$ cat src/rtl/hilo_muldiv_unit.sv
// Iterative Hi/Lo multiply/divide engine with MTHI/MTLO writes and a status register.
// Optional build macro MULDIV_EARLY_TERM_EN lets multiplies leave CALC once the multiplier is exhausted.
module hilo_muldiv_unit #(
    parameter int WIDTH = 16
) (
    input  logic             clk,
    input  logic             rst,
    input  logic             start,
    input  logic [1:0]       op,
    input  logic [WIDTH-1:0] rs_val,
    input  logic [WIDTH-1:0] rt_val,
    input  logic             hi_we,
    input  logic             lo_we,
    input  logic [WIDTH-1:0] wdata,
    output logic             busy,
    output logic             done,
    output logic [WIDTH-1:0] Hi,
    output logic [WIDTH-1:0] Lo,
    output logic [WIDTH-1:0] SR
);

    localparam int CW = $clog2(WIDTH + 1);
    localparam logic [WIDTH-1:0] MOST_NEG = {1'b1, {(WIDTH-1){1'b0}}};

    typedef enum logic [2:0] {
        S_IDLE,
        S_PREP,
        S_CALC,
        S_FIX,
        S_DIV0
    } state_t;

    state_t state, state_nxt;

    logic [1:0]         op_q;
    logic [WIDTH-1:0]   rs_q, rt_q, opnd;
    logic [2*WIDTH-1:0] acc;
    logic [CW-1:0]      cnt;
    logic               neg_lo, neg_hi, ovf_q;
    logic               sr_div0, sr_ovf, sr_sticky;
`ifdef MULDIV_EARLY_TERM_EN
    logic [WIDTH-1:0]   mplier;
`endif

    logic               is_div, is_signed, accept, rs_neg, rt_neg, calc_last;
    logic [WIDTH-1:0]   abs_rs, abs_rt;
    logic [WIDTH:0]     mul_sum, div_shift, div_diff;
    logic [2*WIDTH-1:0] mul_next, div_next, fix_acc, fix_prod;
    logic [WIDTH-1:0]   fix_q, fix_r;

    assign is_div    = op_q[1];
    assign is_signed = ~op_q[0];
    // A start coinciding with the done pulse is dropped, not queued.
    assign accept    = (state == S_IDLE) && start && !done;
    assign busy      = (state != S_IDLE);

    // NOTE: every always_comb output gets a default first, so no path can infer a latch.
    always_comb begin
        rs_neg = is_signed & rs_q[WIDTH-1];
        rt_neg = is_signed & rt_q[WIDTH-1];
        abs_rs = rs_neg ? -rs_q : rs_q;
        abs_rt = rt_neg ? -rt_q : rt_q;

        // Shift-add: add multiplicand into the upper half when the current multiplier bit is set.
        mul_sum  = {1'b0, acc[2*WIDTH-1:WIDTH]} + (acc[0] ? {1'b0, opnd} : '0);
        mul_next = {mul_sum, acc[WIDTH-1:1]};

        // Restoring divide: partial remainder in the upper half, quotient shifts into the lower half.
        div_shift = acc[2*WIDTH-1:WIDTH-1];
        div_diff  = div_shift - {1'b0, opnd};
        div_next  = div_diff[WIDTH] ? {div_shift[WIDTH-1:0], acc[WIDTH-2:0], 1'b0}
                                    : {div_diff[WIDTH-1:0],  acc[WIDTH-2:0], 1'b1};

        calc_last = (cnt == CW'(1));
`ifdef MULDIV_EARLY_TERM_EN
        if (!is_div && ((mplier >> 1) == '0)) calc_last = 1'b1;
        fix_acc = acc >> cnt;
`else
        fix_acc = acc;
`endif
        fix_prod = neg_lo ? -fix_acc : fix_acc;
        fix_q    = neg_lo ? -acc[WIDTH-1:0] : acc[WIDTH-1:0];
        fix_r    = neg_hi ? -acc[2*WIDTH-1:WIDTH] : acc[2*WIDTH-1:WIDTH];
    end

    always_comb begin
        state_nxt = state;
        case (state)
            S_IDLE: if (accept) state_nxt = S_PREP;
            S_PREP: state_nxt = (is_div && rt_q == '0) ? S_DIV0 : S_CALC;
            S_CALC: if (calc_last) state_nxt = S_FIX;
            S_FIX,
            S_DIV0: state_nxt = S_IDLE;
            default: state_nxt = S_IDLE;
        endcase
    end

    // NOTE: sequential state uses non-blocking assignments so all registers update from pre-edge values.
    always_ff @(posedge clk) begin
        if (rst) begin
            state     <= S_IDLE;
            done      <= 1'b0;
            Hi        <= '0;
            Lo        <= '0;
            sr_div0   <= 1'b0;
            sr_ovf    <= 1'b0;
            sr_sticky <= 1'b0;
        end else begin
            state <= state_nxt;
            done  <= 1'b0;
            case (state)
                S_IDLE: begin
                    if (accept) begin
                        sr_div0   <= 1'b0;
                        sr_ovf    <= 1'b0;
                        sr_sticky <= 1'b0;
                    end else if (!start) begin
                        if (hi_we) Hi <= wdata;
                        if (lo_we) Lo <= wdata;
                    end
                end
                S_FIX: begin
                    if (is_div) begin
                        Hi <= fix_r;
                        Lo <= fix_q;
                    end else begin
                        Hi <= fix_prod[2*WIDTH-1:WIDTH];
                        Lo <= fix_prod[WIDTH-1:0];
                    end
                    sr_ovf    <= ovf_q;
                    sr_sticky <= 1'b1;
                    done      <= 1'b1;
                end
                S_DIV0: begin
                    Hi        <= rs_q;
                    Lo        <= '1;
                    sr_div0   <= 1'b1;
                    sr_sticky <= 1'b1;
                    done      <= 1'b1;
                end
                default: ;
            endcase
        end
    end

    // NOTE: datapath registers carry no reset; the FSM never exposes them before they are loaded.
    always_ff @(posedge clk) begin
        case (state)
            S_IDLE: begin
                if (accept) begin
                    op_q <= op;
                    rs_q <= rs_val;
                    rt_q <= rt_val;
                end
            end
            S_PREP: begin
                neg_lo <= rs_neg ^ rt_neg;
                neg_hi <= rs_neg;
                ovf_q  <= is_div && is_signed && (rs_q == MOST_NEG) && (rt_q == '1);
                cnt    <= CW'(WIDTH);
                if (is_div) begin
                    acc  <= {{WIDTH{1'b0}}, abs_rs};
                    opnd <= abs_rt;
                end else begin
                    acc  <= {{WIDTH{1'b0}}, abs_rt};
                    opnd <= abs_rs;
                end
`ifdef MULDIV_EARLY_TERM_EN
                mplier <= abs_rt;
`endif
            end
            S_CALC: begin
                acc <= is_div ? div_next : mul_next;
                cnt <= cnt - CW'(1);
`ifdef MULDIV_EARLY_TERM_EN
                mplier <= mplier >> 1;
`endif
            end
            default: ;
        endcase
    end

    always_comb begin
        SR          = '0;
        SR[WIDTH-1] = sr_div0;
        SR[WIDTH-2] = sr_ovf;
        SR[1]       = sr_sticky;
        SR[0]       = busy;
    end

endmodule

$ cat config.mk
export PLATFORM = sky130hd
export DESIGN_NAME = hilo_muldiv_unit
export DESIGN_NICKNAME = d
export VERILOG_FILES = /design/src/rtl/hilo_muldiv_unit.sv
export SDC_FILE = /design/constraint.sdc
export NUM_CORES = 1
export LEC_CHECK = 0
export BUFFER_PORTS_ARGS = -buffer_cell sky130_fd_sc_hd__buf_2
export CORE_ASPECT_RATIO = 2
export CORE_UTILIZATION = 44
export DETAILED_ROUTE_END_ITERATION = 12
export PLACE_DENSITY = 0.64
export SLEW_MARGIN = 20
export SYNTH_ARGS = -nofsm -noshare
export SYNTH_HDL_FRONTEND = slang
export SYNTH_SLANG_ARGS = --single-unit
$ cat constraint.sdc
create_clock -name clk -period 6.8 [get_ports clk]
set_clock_uncertainty 0.2 [all_clocks]
set_input_delay 1.7 -clock clk [delete_from_list [all_inputs] [get_ports clk]]
set_output_delay 1.7 -clock clk [all_outputs]
set_load 0.05 [all_outputs]
==> flow_metrics.py, run 1 <==
metrics = {
    "global_routing": {
        "grt_use_total": 0.259,
        "overflow": 0,
        "grt_pass1_wl_um": 37900,
        "grt_busiest_layer": "met2",
        "antenna_found_initial": 0,
        "grt_max_degree": 60,
        "use_met3": 0.0318,
        "grt.met2_usage": 0.484,
        "grt_pass1_vias": 7054,
        "grtUsageMet1": 0.257,
    },
    "drt": {
        "wl_per_cell_um": 20.2,
        "viasPerCell": 5.80,
        "first_pass_iters": 5,
        "drt_wl_total_um": 25100,
        "drt_first_iter_violations": 456,
        "vias": 7202,
        "final_antenna_net_count": 0,
        "drc_errors": 0,
    },
    "floorplanning": {
        "rows": 71,
        "core_area_um2": 18900,
        "fp.dieArea_um2": 20100,
        "die_y_um": 199,
        "start_util": 0.452,
        "chipWidth_um": 101,
        "pin_count": 105,
    },
    "timing": {
        "setup_tns_ns": 0,
        "timing.final.crit_period_ns": 3.75,
        "setup_ws_ns": 3.05,
        "fmax_mhz": 267,
        "setup_viol": 0,
        "maxSlewHeadroom": 0.297,
        "slew_violations": 0,
        "fin_hold_ws_ns": 0.262,
        "final-hold-violation-count": 0,
        "rsz0062_at_grt": "false",
        "timing.final.crit_share": 0.551,
        "worstMarginPinSlew_ns": 1.06,
    },
    "place": {
        "routabilityCongestion": 0.912,
        "dpl_worst_slack_ns": 2.98,
        "hpwl_um": 19600,
        "port_buffers": 92,
    },
    "yosys": {
        "synth_top_area_cell": "edfxtp_1",
        "yosys-top-cells-area": "edfxtp_1, dfxtp_1, ha_1",
        "ys_async_sr_fraction": 0,
        "synth_cell_types": 70,
        "ys.flop_type": "edfxtp_1",
        "ys_ff_latch": 129,
        "yosysSeqAreaShare": 0.407,
        "yosysWarningCount": 0,
        "synthCells": 898,
        "synth_top_area_share": 0.316,
        "syn-cell-area_um2": 8560,
        "synth_enable_flop_cells": 90,
        "syn_area_per_cell_um2": 9.53,
    },
    "worst_setup_path": {
        "path_max_fanout": 16,
        "end_kind": "flop",
        "cp.arrival_ns": 3.69,
        "startpoint_type": "flop",
        "critPathRequiredTime_ns": 6.74,
        "criticalPathCategory": "flop to flop",
    },
    "cts": {
        "cts_made_buffers": 17,
        "clk_pin_slew_ns": 0.06,
        "cts_tree": "yes",
        "ctsHoldBuffers": 0,
        "htreeDepth": 4,
        "cts_buffer_depth": 2,
        "cts-root-buf": "clkbuf_16",
        "clkLatencyLatePin_ns": 0.43,
        "cts_sinks": 129,
        "cts_setup_buffers": 0,
        "ctsResizeCount": 0,
    },
    "power": {
        "ir_drop_v": 0.000256,
        "power.leakage_uw": 0.00393,
        "total_power_uw": 2620,
        "p_per_area_nw_per_um2": 269,
    },
    "run_status": {
        "status": "finished clean",
    },
    "layout": {
        "final_nets": 1070,
        "final_common_cell": "nor2_1",
        "area_growth_pct": 13.8,
        "antenna_cells": 0,
        "drive_above_1_share": 0.168,
        "postLayoutCoreUtil": 0.515,
        "final_cell_mix": "nor2_1, buf_2, edfxtp_1",
        "fillers": 1758,
    },
    "job": {
        "drv_cap": 0,
    },
    "min_path": {
        "hold_path_class": "flop to flop",
    },
}
==> cells by family (layout without fill, tap and decap cells) <==
group           Yosys count  count (layout)  share of synthesized area
flops                   129             129                      0.407
mux                      36              36                     0.0634
simple gates            270             270                      0.150
fa+ha+maj                41              41                     0.0617
buf+inv                  92             170                     0.0512
xor+xnor                 81              81                     0.0829
other cells               1              12                   0.000438
compound gates          248             248                      0.183
==> layout make-up <==
cell class              count  area, um2  area share
multi-input cells         688       4690       0.481
flip-flops and latches    129       3480       0.357
clock inverters            10       96.3     0.00989
repair buffers            100        520      0.0534
clock buffers              22        497      0.0510
well taps                 255        319      0.0327
inverters                  38        143      0.0146
==> cell usage after synthesis (3+ instances only) <==
cell type	count
xnor2_1	36
edfxtp_1	90
mux4_2	14
a211oi_1	5
or3_1	18
o22ai_1	16
a31o_2	3
nand2b_1	8
and2_1	3
or2_2	4
a31oi_1	11
clkbuf_1	30
buf_6	3
nand3_1	5
mux2_2	6
o21ai_1	3
nand2_1	59
and3_1	6
nor4_1	10
o21ai_0	75
nor2_1	105
o311a_1	3
nor3_1	21
buf_4	16
inv_1	37
o31a_1	3
a221oi_1	4
o211ai_1	5
a21o_1	7
dfxtp_1	39
ha_1	39
mux2i_1	16
nand4b_1	4
nor2b_1	6
a21oi_1	64
nand4_1	7
buf_1	4
a211o_1	3
o21a_1	8
nand3b_1	3
a221o_1	11
o31ai_1	8
xor2_1	45
==> worst paths after layout <==
| path | start | endpoint | slack (ns) | cells after the start |
|---|---|---|---|---|
| worst min-delay path | sr_sticky | sr_sticky | 0.26 | 2 |
| worst min register to register | sr_sticky | sr_sticky | 0.26 | 2 |
| worst max-delay path | acc[0] | acc[31] | 3.05 | 11 |
| worst max register to register | acc[0] | acc[31] | 3.05 | 11 |
==> stage by stage <==
step           area [um2]  std cells
2_1_floorplan        8600        909
3_3_place_gp         9150       1210
3_5_place_dp         9150       1210
4_1_cts              9740       1242
5_1_grt              9740       1242
6_report             9740       1242
==> flip-flops by register name (all words and copies together) (netlist names), 2 cells and up <==
| name | flops |
|---|---|
| acc | 32 |
| Hi | 16 |
| Lo | 16 |
| opnd | 16 |
| rs_q | 16 |
| rt_q | 16 |
| cnt | 5 |
| state | 3 |
| op_q | 2 |
==> where the power goes <==
| part | internal, uW | switching, uW |
|---|---|---|
| registers | 932 | 88.1 |
| clock network | 559 | 359 |
| logic | 257 | 429 |
==> routing by layer <==
metal	part of all wire	vias to the layer above
li1	-	3453
met1	0.34	3421
met2	0.56	246
met3	0.029	82
met4	0.074	0
met5	0	-
==> critical path, cell delays in order, from the launching register on <==
cell      delay [ns]
edfxtp_1        0.44
inv_1           0.43
nor2_1          0.17
fa_1            0.45
a21o_1          0.21
a211o_1         0.31
a211o_1         0.27
o21ai_0         0.24
a31oi_1         0.17
a2111o_1        0.44
nand4_1         0.10
a31oi_1         0.05
Power figures use the tool's default switching activity.
==> run 2, diff against run 1 <==
--- a/config.mk
+++ b/config.mk
@@ -5,11 +5,12 @@
 export SDC_FILE = /design/constraint.sdc
 export NUM_CORES = 1
 export LEC_CHECK = 0
+export ABC_AREA = 1
 export BUFFER_PORTS_ARGS = -buffer_cell sky130_fd_sc_hd__buf_2
 export CORE_ASPECT_RATIO = 2
 export CORE_UTILIZATION = 44
 export DETAILED_ROUTE_END_ITERATION = 12
-export PLACE_DENSITY = 0.64
+export PLACE_DENSITY = 0.66
 export SLEW_MARGIN = 20
 export SYNTH_ARGS = -nofsm -noshare
 export SYNTH_HDL_FRONTEND = slang
==> constraint.sdc (replaced) <==
create_clock -name clk -period 3.15 [get_ports clk]
set_clock_uncertainty 0.2 [all_clocks]
set_input_delay 0.7875 -clock clk [delete_from_list [all_inputs] [get_ports clk]]
set_output_delay 0.7875 -clock clk [all_outputs]
set_load 0.05 [all_outputs]
==> run 2 against run 1 <==
Critical path depth grew 4; hold slack improved by 0.0088 ns; clock power grew 120%; combinational power increased to 13 times the previous value; die area grew 15%; flip-flop and latch count unchanged; largest power group is now combinational cells; highest routed layer unchanged.
==> flow_metrics.py, run 2 <==
metrics = {
    "drt": {
        "first_pass_iters": 8,
        "wl_per_cell_um": 19.6,
        "drt_wl_total_um": 34500,
        "drc_errors": 0,
        "final_antenna_net_count": 0,
        "drt_first_iter_violations": 768,
        "viasPerCell": 5.48,
        "vias": 9661,
    },
    "yosys": {
        "synth_top_area_cell": "edfxtp_1",
        "yosysSeqAreaShare": 0.354,
        "synthTopCellsByCount": "nand2_1, inv_1, o21ai_0",
        "muxShareOfSynthArea": 0,
        "yosysWarningCount": 0,
        "syn_area_per_cell_um2": 7.16,
        "synth_fa_ha_area_frac": 0.0536,
        "synth-simple-area-share": 0.321,
        "ys.flop_type": "edfxtp_1",
        "synth_cell_types": 45,
        "synthCells": 1375,
        "synthXorXnorAreaFrac": 0.0240,
        "ys_async_sr_fraction": 0,
        "ys_ff_latch": 129,
        "yosys-top-cells-area": "edfxtp_1, nand2_1, dfxtp_1",
        "synth_top_area_share": 0.275,
        "post-synth-top-count-cell": "nand2_1",
        "synth_enable_flop_cells": 90,
        "synth_top_family_by_area": "simple AND/OR/NAND/NOR gates",
        "syn-cell-area_um2": 9840,
        "synth-compound-area-share": 0.142,
    },
    "worst_setup_path": {
        "critical_path.top_delay_family": "simple AND/OR/NAND/NOR gates",
        "r2r_cells": 15,
        "startpoint_type": "flop",
        "slowest_delay_ns": 0.41,
        "cp.arrival_ns": 2.83,
        "path_max_fanout": 13,
        "crit_chain": "inv_1 -> ha_1 -> fa_1 -> inv_1 -> nand2_1 -> nand2_2 -> nand3_1 -> nand2_2 -> nand2_4 -> nand2_2 -> nand2_2 -> nand2_4 -> o21ai_0 -> o21ai_1 -> inv_1",
        "end_kind": "flop",
        "cp_slowest_cell": "fa_1",
        "cpMostUsedCell": "nand2_2",
        "cp.buffers_inverters": 3,
        "path_depth": 15,
        "criticalPathCategory": "flop to flop",
        "critPathRequiredTime_ns": 3.13,
    },
    "cts": {
        "cts_made_buffers": 17,
        "cts_buffer_depth": 2,
        "cts_sinks": 129,
        "cts_tree": "yes",
        "htreeDepth": 4,
        "clk_pin_slew_ns": 0.06,
        "cts-root-buf": "clkbuf_16",
        "cts_setup_buffers": 0,
        "clkLatencyLatePin_ns": 0.43,
        "ctsResizeCount": 0,
        "ctsHoldBuffers": 0,
    },
    "power": {
        "total_power_uw": 14300,
        "power.leakage_uw": 0.00540,
        "ir_drop_v": 0.000989,
        "p_per_area_nw_per_um2": 1280,
    },
    "global_routing": {
        "grt_pass1_wl_um": 51500,
        "grt_use_total": 0.310,
        "antenna_found_initial": 0,
        "grt_pass1_vias": 9331,
        "overflow": 0,
        "grt_max_degree": 85,
    },
    "timing": {
        "maxSlewHeadroom": 0.491,
        "setup_viol": 0,
        "rsz0062_at_grt": "false",
        "fmax_mhz": 351,
        "worstMarginPinSlew_ns": 0.756,
        "slew_violations": 0,
        "final-hold-violation-count": 0,
        "setup_tns_ns": 0,
        "timing.final.crit_share": 0.903,
        "timing.final.crit_period_ns": 2.85,
    },
    "floorplanning": {
        "chipWidth_um": 108,
        "core_area_um2": 22100,
        "die_y_um": 214,
        "fp.dieArea_um2": 23000,
        "pin_count": 105,
        "start_util": 0.446,
        "rows": 77,
    },
    "min_path": {
        "hold_path_class": "flop to flop",
        "whs_path_depth": 2,
    },
    "layout": {
        "antenna_cells": 0,
        "final_cell_mix": "nand2_1, inv_1, o21ai_0",
        "largest_reg_flops": 32,
        "area_growth_pct": 14.2,
        "final_nets": 1569,
        "top_register": "acc",
        "final_common_cell": "nand2_1",
        "drive_above_1_share": 0.169,
    },
    "place": {
        "port_buffers": 92,
        "hpwl_um": 27300,
        "routabilityCongestion": 0.995,
    },
    "job": {
        "drv_cap": 0,
    },
    "run_status": {
        "status": "finished clean",
    },
}
[run 2: worst paths after layout]
kind                                start         to  slack (ns)
worst max-delay path              acc[15]    acc[16]        0.30
worst max register to register    acc[15]    acc[16]        0.30
worst min register to register  sr_sticky  sr_sticky        0.27
worst min-delay path            sr_sticky  sr_sticky        0.27
[run 2: through the flow]
step,area (um2),hold WS [ns],utilization,setup WS [ns],std cells
after floorplan,9890,0.235,-,0.0474,1386
after global placement,10600,0.253,0.482,0.380,1730
after detailed placement,10600,0.259,0.482,0.335,1730
after CTS,11200,0.268,0.509,0.331,1762
after global routing,11200,0.309,0.509,0.0824,1762
final,11200,0.270,0.509,0.305,1762
[run 2: cell families (layout without fill, tap and decap cells)]
| kind of cell | Yosys count | count (layout) |
|---|---|---|
| AOI/OAI and AO/OA | 252 | 252 |
| and+or+nand+nor | 682 | 682 |
| buffers and inverters | 243 | 343 |
| xor gates and xnor gates | 27 | 27 |
| other | 1 | 12 |
| adders and majority gates | 41 | 41 |
| DFF | 129 | 129 |
[run 2: worst reg2reg max path, stage by stage (launching register included)]
cell and delay, ns:
edfxtp_1 0.39, inv_1 0.12, ha_1 0.22, fa_1 0.41, inv_1 0.07, nand2_1 0.05
nand2_2 0.09, nand3_1 0.09, nand2_2 0.13, nand2_4 0.07, nand2_2 0.08, nand2_2 0.06
nand2_4 0.28, o21ai_0 0.13, o21ai_1 0.17, inv_1 0.05
[run 2: power by group]
part | internal (uW) | leakage, uW | switching (uW) | total (uW)
logic | 2570 | 0.00392 | 6240 | 8810
clock network | 1250 | 0.000306 | 780 | 2030
registers | 2780 | 0.00117 | 716 | 3500
[run 2: metal layers]
layer	up-vias	track usage	routed length, um
li1	4726	-	-
met1	4419	0.282	10900
met2	376	0.576	18500
met3	140	0.0422	1360
met4	0	0.293	3710
met5	-	0	0
[run 2: layout make-up]
| cell class | instances | area, um2 |
|---|---|---|
| fillers | 2249 | 10800 |
| multi-input cells | 1014 | 5370 |
| flip-flops and latches | 129 | 3480 |
| repair buffers | 126 | 728 |
| inverters | 185 | 694 |
| clock buffers | 22 | 518 |
| well taps | 276 | 345 |
| clock inverters | 10 | 95.1 |
==> run 3, diff against run 2 <==
--- a/config.mk
+++ b/config.mk
@@ -9,8 +9,10 @@
 export BUFFER_PORTS_ARGS = -buffer_cell sky130_fd_sc_hd__buf_2
 export CORE_ASPECT_RATIO = 2
 export CORE_UTILIZATION = 44
+export CTS_CLUSTER_SIZE = 12
 export DETAILED_ROUTE_END_ITERATION = 12
 export PLACE_DENSITY = 0.66
+export RECOVER_POWER = 25
 export SLEW_MARGIN = 20
 export SYNTH_ARGS = -nofsm -noshare
 export SYNTH_HDL_FRONTEND = slang
==> constraint.sdc (replaced) <==
create_clock -name clk -period 2.3 [get_ports clk]
set_clock_uncertainty 0.2 [all_clocks]
set_input_delay 0.575 -clock clk [delete_from_list [all_inputs] [get_ports clk]]
set_output_delay 0.575 -clock clk [all_outputs]
set_load 0.05 [all_outputs]
==> run 3 against run 2 <==
The run now ends with negative setup slack left; critical path depth shrank 3; maximum frequency is 11% higher; global-route usage up 2.4 points; largest power group unchanged.
==> flow_metrics.py, run 3 (same netlist as run 2, synthesis figures left out) <==
metrics = {
    "global_routing": {
        "overflow": 0,
        "grt_pass1_wl_um": 55600,
        "grt_max_degree": 53,
        "use_met3": 0.0693,
        "grt_use_total": 0.334,
        "grt_busiest_layer": "met2",
        "grtUsageMet1": 0.282,
        "grt.met2_usage": 0.615,
        "antenna_found_initial": 0,
        "grt_pass1_vias": 10400,
    },
    "worst_setup_path": {
        "r2r-end": "acc[22]",
        "cp_slowest_cell": "edfxtp_1",
        "cp.arrival_ns": 2.55,
        "critPathRequiredTime_ns": 2.28,
        "r2r_cells": 12,
        "startpoint_type": "flop",
        "crit_chain": "ha_1 -> nand2_1 -> inv_1 -> a21oi_2 -> nand2_2 -> nand2_4 -> buf_4 -> nand3_4 -> nand2_8 -> nand3_1 -> o211ai_1 -> nor2_1",
        "path_max_fanout": 9,
        "criticalPathCategory": "flop to flop",
        "rrSetupSlack_ns": -0.27,
        "reg2reg_from": "acc[21]",
        "slowest_delay_ns": 0.53,
        "end_kind": "flop",
    },
    "layout": {
        "final_cell_mix": "nand2_1, inv_1, buf_4",
        "drive_above_1_share": 0.295,
        "final_common_cell": "nand2_1",
        "largest_reg_flops": 32,
        "final_nets": 1694,
        "area_growth_pct": 30.6,
        "top_register": "acc",
        "antenna_cells": 0,
    },
    "cts": {
        "cts_sinks": 129,
        "cts_tree": "yes",
        "htreeDepth": 4,
        "cts_made_buffers": 17,
        "cts_buffer_depth": 2,
        "cts-root-buf": "clkbuf_16",
        "clkLatencyLatePin_ns": 0.43,
        "ctsHoldBuffers": 0,
        "clk_pin_slew_ns": 0.06,
    },
    "drt": {
        "drt_wl_total_um": 38400,
        "wl_per_cell_um": 20.3,
        "first_pass_iters": 6,
        "drt_first_iter_violations": 838,
        "vias": 10600,
        "final_antenna_net_count": 0,
        "viasPerCell": 5.63,
        "drc_errors": 0,
    },
    "power": {
        "ir_drop_v": 0.00112,
        "power.leakage_uw": 0.00611,
        "total_power_uw": 23200,
        "p_per_area_nw_per_um2": 1810,
    },
    "run_status": {
        "violations": "negative setup slack",
        "status": "complete, but fails checks",
    },
    "floorplanning": {
        "core_area_um2": 22100,
        "chipWidth_um": 108,
        "rows": 77,
        "pin_count": 105,
        "start_util": 0.446,
        "die_y_um": 214,
        "fp.dieArea_um2": 23000,
    },
    "job": {
        "drv_cap": 0,
    },
    "timing": {
        "worstMarginPinSlew_ns": 0.623,
        "final-hold-violation-count": 0,
        "rsz0062_at_grt": "true",
        "timing.final.crit_period_ns": 2.57,
        "fmax_mhz": 389,
        "maxSlewHeadroom": 0.584,
        "slew_violations": 0,
        "setup_viol": 17,
        "setup_ws_ns": -0.268,
        "timing.final.crit_share": 1.12,
    },
    "min_path": {
        "whs_path_depth": 1,
        "hold_end": "rs_q[13]",
        "hold_path_class": "input pin to flop",
        "hp-start": "rs_val[13]",
    },
    "place": {
        "hpwl_um": 28500,
        "dpl_worst_slack_ns": -0.326,
        "routabilityCongestion": 1.02,
        "port_buffers": 92,
    },
}
==> run 3: cell types whose count changed in the layout (fill, tap and decap cells not counted), moves of 8 or more <==
cell | previous run | this run
buf_4 | 33 | 148
nand2_1 | 351 | 323
nand2_2 | 15 | 33
a21oi_1 | 73 | 57
a21oi_2 | 14 | 29
nand3_1 | 115 | 100
ha_1 | 39 | 27
o21ai_0 | 122 | 111
nor2_1 | 106 | 96
ha_4 | 0 | 9
nand3_2 | 18 | 27
nand2_4 | 13 | 21
o21ai_1 | 2 | 10
==> run 3: final cells by class <==
class	instances	area [um2]
clock inverter	10	93.8
tap	276	345
sequential	129	3480
timing repair buffer	249	1720
inverter	185	699
fill	2026	9210
multi-input combinational	1016	5980
clock buffer	22	529
==> run 3: per-layer routing <==
metal | vias up | part of all wire | wire, um
met2 | 471 | 0.52 | 20000
met5 | - | 0 | 0
li1 | 4983 | - | -
met1 | 4934 | 0.31 | 11800
met3 | 236 | 0.055 | 2110
met4 | 0 | 0.12 | 4430
==> run 3: repair_timing <==
action | CTS | global route
buffers inserted | 10 | 10
endpoints found under the setup margin | 28 | 54
gates resized for setup | 31 | 113
pin swaps | 8 | 28
cloned | 1 | 1
==> run 3: worst max-delay path: cells and delay by family, from the launching register on <==
kind | cells | cell delay (ns)
flip-flops | 1 | 0.53
adder cells (fa/ha/maj) | 1 | 0.36
buffers and inverters | 2 | 0.20
AND/OR/NAND/NOR | 7 | 0.78
AO/OA/AOI/OAI | 2 | 0.26
==> run 3: report_power, final <==
| part | total [uW] | internal (uW) | switching [uW] |
|---|---|---|---|
| Clock | 2820 | 1750 | 1080 |
| Combinational | 15700 | 5580 | 10100 |
| Sequential | 4730 | 3800 | 931 |
==> run 3: worst max path at each step <==
stage,start,end,slack (ns),depth (start not counted)
2_1_floorplan,acc[16],acc[22],-0.07,15
3_3_place_gp,acc[0],acc[24],-0.33,10
3_5_place_dp,acc[0],acc[24],-0.33,10
4_1_cts,opnd[0],acc[30],-0.20,16
5_1_grt,opnd[10],acc[31],-0.41,14
6_report,acc[21],acc[22],-0.27,12
==> run 3: per-stage QoR <==
| step | hold slack [ns] | setup TNS [ns] | instances | utilization | cell area (um2) |
|---|---|---|---|---|---|
| floorplan | 0.235 | -0.674 | 1386 | - | 9970 |
| detailed placement | 0.253 | -4.17 | 1834 | 0.522 | 11500 |
| global placement | 0.248 | -3.60 | 1834 | 0.522 | 11500 |
| CTS | 0.106 | -2.73 | 1877 | 0.560 | 12400 |
| global route | 0.109 | -5.94 | 1887 | 0.582 | 12900 |
| finish | 0.115 | -3.76 | 1887 | 0.582 | 12900 |
